File: config.mk
export PLATFORM = sky130hd
export DESIGN_NAME = accumulator_unit
export DESIGN_NICKNAME = d
export VERILOG_FILES = /design/src/rtl/accumulator_pkg.sv /design/src/rtl/adder_subtractor.sv /design/src/rtl/accumulator_unit.sv
export SDC_FILE = /design/constraint.sdc
export NUM_CORES = 1
export LEC_CHECK = 0
export ABC_AREA = 0
export CAP_MARGIN = 20
export CORE_UTILIZATION = 39
export DETAILED_ROUTE_END_ITERATION = 12
export GPL_ROUTABILITY_DRIVEN = 0
export PLACE_DENSITY = 0.66
export RECOVER_POWER = 50
export SLEW_MARGIN = 15
export SYNTH_ARGS = -nofsm -noshare
export SYNTH_HDL_FRONTEND = slang
export SYNTH_SLANG_ARGS = --single-unit
File: constraint.sdc
create_clock -name clk -period 6.75 [get_ports clk]
set_input_delay 1.35 -clock clk [delete_from_list [all_inputs] [get_ports clk]]
set_output_delay 1.35 -clock clk [all_outputs]
set_load 0.01 [all_outputs]
File: src/rtl/accumulator_pkg.sv
// Shared command codes, FSM state encodings and widths for the accumulator unit.
package accumulator_pkg;

  localparam int DATA_W = 4;
  localparam int CNT_W  = 4;

  typedef enum logic [1:0] {
    OP_LOAD  = 2'b00,
    OP_ADD   = 2'b01,
    OP_SUB   = 2'b10,
    OP_CLEAR = 2'b11
  } op_e;

  typedef enum logic [1:0] {
    ST_IDLE   = 2'b00,
    ST_EXEC   = 2'b01,
    ST_RESULT = 2'b10
  } state_e;

  // ADD and SUB go through the adder; LOAD and CLEAR bypass it.
  function automatic logic uses_adder(op_e op);
    return (op == OP_ADD) || (op == OP_SUB);
  endfunction

endpackage

File: src/rtl/adder_subtractor.sv
// Ripple-carry adder/subtractor: select=0 gives a+b, select=1 gives a-b (cout=1 means no borrow).
module adder_subtractor #(
  parameter int W = 4
) (
  input  logic         select,
  input  logic [W-1:0] a,
  input  logic [W-1:0] b,
  output logic [W-1:0] r,
  output logic         cout,
  output logic         ovf
);

  logic [W:0]   carry;
  logic [W-1:0] b_eff;

  // Subtraction is a + ~b + 1, the +1 entering as carry-in.
  assign carry[0] = select;

  for (genvar gi = 0; gi < W; gi++) begin : g_bit
    assign b_eff[gi]     = b[gi] ^ select;
    assign r[gi]         = a[gi] ^ b_eff[gi] ^ carry[gi];
    assign carry[gi + 1] = (a[gi] & b_eff[gi]) | (carry[gi] & (a[gi] ^ b_eff[gi]));
  end

  assign cout = carry[W];
  // Carry into and out of the sign bit differ exactly when equal-sign operands flip sign.
  assign ovf  = carry[W] ^ carry[W-1];

endmodule

File: src/rtl/accumulator_unit.sv
// Three-state command/result accumulator: accept in IDLE, compute in EXEC, hold result in RESULT.
module accumulator_unit
  import accumulator_pkg::*;
(
  input  logic              clk,
  input  logic              rst_n,
  input  logic              cmd_valid,
  output logic              cmd_ready,
  input  logic [1:0]        cmd_op,
  input  logic [DATA_W-1:0] cmd_data,
  output logic              res_valid,
  input  logic              res_ready,
  output logic [DATA_W-1:0] acc,
  output logic              cout,
  output logic              ovf,
  output logic              ovf_sticky,
  output logic [CNT_W-1:0]  op_count
);

  state_e            state_reg, state_next;
  op_e               op_reg;
  logic [DATA_W-1:0] data_reg;
  logic [DATA_W-1:0] acc_reg, acc_next;
  logic              cout_reg, cout_next;
  logic              ovf_reg, ovf_next;
  logic              sticky_reg;
  logic [CNT_W-1:0]  count_reg;
  logic              accept;
  logic              exec_en;

  logic [DATA_W-1:0] sum_r;
  logic              sum_cout;
  logic              sum_ovf;

  adder_subtractor #(.W(DATA_W)) u_addsub (
    .select (op_reg == OP_SUB),
    .a      (acc_reg),
    .b      (data_reg),
    .r      (sum_r),
    .cout   (sum_cout),
    .ovf    (sum_ovf)
  );

  always_ff @(posedge clk or negedge rst_n) begin
    if (!rst_n) begin
      state_reg <= ST_IDLE;
    end else begin
      state_reg <= state_next;
    end
  end

  always_comb begin
    state_next = state_reg;
    cmd_ready  = 1'b0;
    res_valid  = 1'b0;
    exec_en    = 1'b0;
    accept     = 1'b0;
    case (state_reg)
      ST_IDLE: begin
        cmd_ready = 1'b1;
        if (cmd_valid) begin
          accept     = 1'b1;
          state_next = ST_EXEC;
        end
      end
      ST_EXEC: begin
        exec_en    = 1'b1;
        state_next = ST_RESULT;
      end
      ST_RESULT: begin
        res_valid = 1'b1;
        if (res_ready) begin
          state_next = ST_IDLE;
        end
      end
      default: begin
        state_next = ST_IDLE;
      end
    endcase
  end

  always_comb begin
    acc_next  = '0;
    cout_next = 1'b0;
    ovf_next  = 1'b0;
    if (uses_adder(op_reg)) begin
      acc_next  = sum_r;
      cout_next = sum_cout;
      ovf_next  = sum_ovf;
    end else if (op_reg == OP_LOAD) begin
      acc_next = data_reg;
    end
  end

  always_ff @(posedge clk or negedge rst_n) begin
    if (!rst_n) begin
      op_reg     <= OP_LOAD;
      data_reg   <= '0;
      acc_reg    <= '0;
      cout_reg   <= 1'b0;
      ovf_reg    <= 1'b0;
      sticky_reg <= 1'b0;
      count_reg  <= '0;
    end else begin
      if (accept) begin
        op_reg   <= op_e'(cmd_op);
        data_reg <= cmd_data;
      end
      if (exec_en) begin
        acc_reg   <= acc_next;
        cout_reg  <= cout_next;
        ovf_reg   <= ovf_next;
        count_reg <= count_reg + 1'b1;
        // CLEAR wins over a set; LOAD never sets ovf so it leaves the flag alone.
        if (op_reg == OP_CLEAR) begin
          sticky_reg <= 1'b0;
        end else if (ovf_next) begin
          sticky_reg <= 1'b1;
        end
      end
    end
  end

  assign acc        = acc_reg;
  assign cout       = cout_reg;
  assign ovf        = ovf_reg;
  assign ovf_sticky = sticky_reg;
  assign op_count   = count_reg;

endmodule

==> results.sh <==
export IMPL_status="completed"
export IMPL_cp_slowest_stage_delay_ps=450
export IMPL_die_area_um2=2726
export IMPL_end_kind="flip-flop"
export IMPL_pre_cts_slack_ps=3863
export IMPL_rsz0062_at_grt="false"
export IMPL_grt_max_degree=20
export IMPL_syn_inst=82
export IMPL_p_sw_share_pct=39.48
export IMPL_finalHoldViolCount=0
export IMPL_clk_pin_slew_worst_paths_ps=110
export IMPL_routed_via_density=4.788
export IMPL_syn_cell_area_um2=983.4
export IMPL_fp_dieH_um=52.22
export IMPL_switchingPower_uw=251.6
export IMPL_syn_num_nets=99
export IMPL_drive_above_1_share_pct=3.846
export IMPL_overflow=0
export IMPL_wl_mm=1.605
export IMPL_met3_length_um=55
export IMPL_synth_top_area_cell="dfrtp_1"
export IMPL_holdBufCountCts=0
export IMPL_yosysTopAreaCellShare_pct=48.35
export IMPL_p_leak_uw=0.0005350
export IMPL_slew_headroom_pct=43.71
export IMPL_ant_nets=0
export IMPL_synth_most_common_cell="dfrtp_1"
export IMPL_worstReg2RegStart="op_reg[0]$_DFFE_PN0P_"
export IMPL_clkPwrFrac_pct=9.3
export IMPL_cp_max_fo=4
export IMPL_ys_ff_latch=19
export IMPL_hold_start="op_count[3]$_DFFE_PN0P_"
export IMPL_critical_path_top_delay_family="adder cells"
export IMPL_clock_sinks=19
export IMPL_max_clock_freq_ghz=0.3451
export IMPL_critical_path_slowest_cell="fa_1"
export IMPL_worst_slack_ps=3852
export IMPL_power_frac_comb_pct=55.6
export IMPL_final_period_utilization_pct=42.93
export IMPL_area_growth_pct=23.03
export IMPL_power_density_nw_per_um2=526.8
export IMPL_tightest_slew_ps=841.6
export IMPL_min_period_ps=2898
export IMPL_start_util_pct=42.81
export IMPL_clk_latency_ps=300
export IMPL_portBuffers=22
export IMPL_path_cells="inv_1, ha_1, mux2_2, fa_1, fa_1, fa_1, xor2_1, and3_1, a21o_1"
export IMPL_cp_startpoint="op_reg[0]$_DFFE_PN0P_"
export IMPL_h_tree_depth=1
export IMPL_vias=632
export IMPL_met2RoutedLength_um=706
export IMPL_ir_drop_mv=0.2184
export IMPL_diodes=0
export IMPL_cp_arrival_ps=3100
export IMPL_syn_area_per_cell_um2=11.99
export IMPL_grt_pass1_vias=614
export IMPL_setup_tns_ps=0
export IMPL_cts_tree="yes"
export IMPL_maxUsedRoutingLayer="met4"
export IMPL_cp_data_required_time_ps=6960
export IMPL_final_core_util_pct=52.67
export IMPL_die_w_um=52.22
export IMPL_postCtsSetupRepairBufs=0
export IMPL_synth_edf_count=0
export IMPL_rows=17
export IMPL_slew_viol_final=0
export IMPL_nNetsFinal=122
export IMPL_yosys_top_cells_count="dfrtp_1, nand2_1, mux2_4"
export IMPL_p_int_uw=385.7
export IMPL_ys_top_cells_by_area="dfrtp_1, mux2_4, fa_1, ha_1, nand2_1"
export IMPL_synth_ff_type="dfrtp_1"
export IMPL_clk_path_buf_depth=2
export IMPL_ctsRootBufferMaster="clkbuf_4"
export IMPL_hpwl_mm=1.193
export IMPL_sequentialPowerShare_pct=35.2
export IMPL_start_kind="flip-flop"
export IMPL_core_um2=2297
export IMPL_synth_warnings=0
export IMPL_grt_use_total_pct=14.67
export IMPL_grt_pass1_wl_mm=2.815
export IMPL_drt_iter0_drc=2
export IMPL_hp_class="flip-flop to flip-flop"
export IMPL_wl_met1_um=776
export IMPL_maxCapViolations=0
export IMPL_cts_buffers_inserted=3
export IMPL_io_pins=23
export IMPL_wl_per_cell_um=12.16
export IMPL_skew_ps=3.266
export IMPL_synthArstFlopShare_pct=100.0
export IMPL_yosysUniqueCellTypes=26
export IMPL_post_cts_resized=0
export IMPL_dr_pass1_iters=4
export IMPL_drc_errors=0
export IMPL_crit_path_frequent_cell="fa_1"
export IMPL_yosysSeqAreaShare_pct=48.35
export IMPL_cp_num_buf_inv=1
export IMPL_setup_viol=0
export IMPL_path_class="flip-flop to flip-flop"
export IMPL_antenna_found_initial=0
## layout by cell type (no fill, tap or decap), drive strengths merged
| cell | instances |
|---|---|
| a2bb2oi | 1 |
| clkdlybuf4s50 | 20 |
| nand2b | 4 |
| mux2 | 7 |
| dfrtp | 19 |
| clkbuf | 4 |
| ha | 4 |
| nand4 | 1 |
| xor2 | 4 |
| dlygate4sd3 | 2 |
| nand2 | 10 |
| o21ai | 3 |
| nor2 | 4 |
| a221o | 1 |
| fa | 3 |
| xnor2 | 3 |
| nor3 | 1 |
| inv | 3 |
| and2 | 1 |
| nand3b | 3 |
| a21o | 1 |
| and3 | 1 |
| and2b | 1 |
| a31oi | 3 |
## stage by stage
stage                     area (um2)  std cells  hold WS [ps]  power, uW
after global routing            1210        132         498.5      700.5
after global placement          1209        128         460.3      603.2
after detailed placement        1209        128         466.1      607.1
final                           1210        132         478.8      637.3
after floorplan                983.4         82         507.6      484.7
after CTS                       1235        132         481.1      666.7
## power by group through the flow
stage          Combinational, uW  Clock [uW]  Sequential [uW]
3_5_place_dp                 378           0              229
6_report                     354        59.0              224
3_3_place_gp                 376           0              227
4_1_cts                      379        60.8              227
2_1_floorplan                253           0              232
5_1_grt                      400        64.6              235
## logic make-up (layout without fill, tap and decap cells)
family          Yosys count  in the layout  share of synthesized area, %
buf+inv                   7             29                         4.197
fa+ha+maj                 7              7                         11.20
flops                    19             19                         48.35
xor+xnor                  7              7                         6.234
simple gates             26             26                         13.61
mux                       7              7                         10.31
compound gates            9              9                         6.107
## final timing paths
| kind | to | slack, ps | cells past startpoint |
|---|---|---|---|
| setup reg to reg | ovf$_DFFE_PN0P_ | 3850 | 9 |
| max in group asynchronous | data_reg[1]$_DFFE_PN0P_ | 4650 | 1 |
| setup / recovery | ovf$_DFFE_PN0P_ | 3850 | 9 |
| hold reg to reg | op_count[3]$_DFFE_PN0P_ | 480 | 1 |
| hold / removal | op_count[3]$_DFFE_PN0P_ | 480 | 1 |
| min in group asynchronous | op_count[3]$_DFFE_PN0P_ | 1580 | 1 |
## per-layer routing
metal	up-vias	track usage (%)
met5	-	0
met4	0	13.16
met3	5	1.739
met2	19	20.30
met1	291	19.85
li1	317	-
## area by class of cell
class | instances | area, um2
fillers | 216 | 1087
clock buffers | 4 | 26.28
well taps | 28 | 35.03
inverters | 3 | 11.26
multi-input cells | 56 | 441.7
repair buffers | 22 | 220.2
flip-flops and latches | 19 | 475.5
Power figures use the tool's default switching activity.
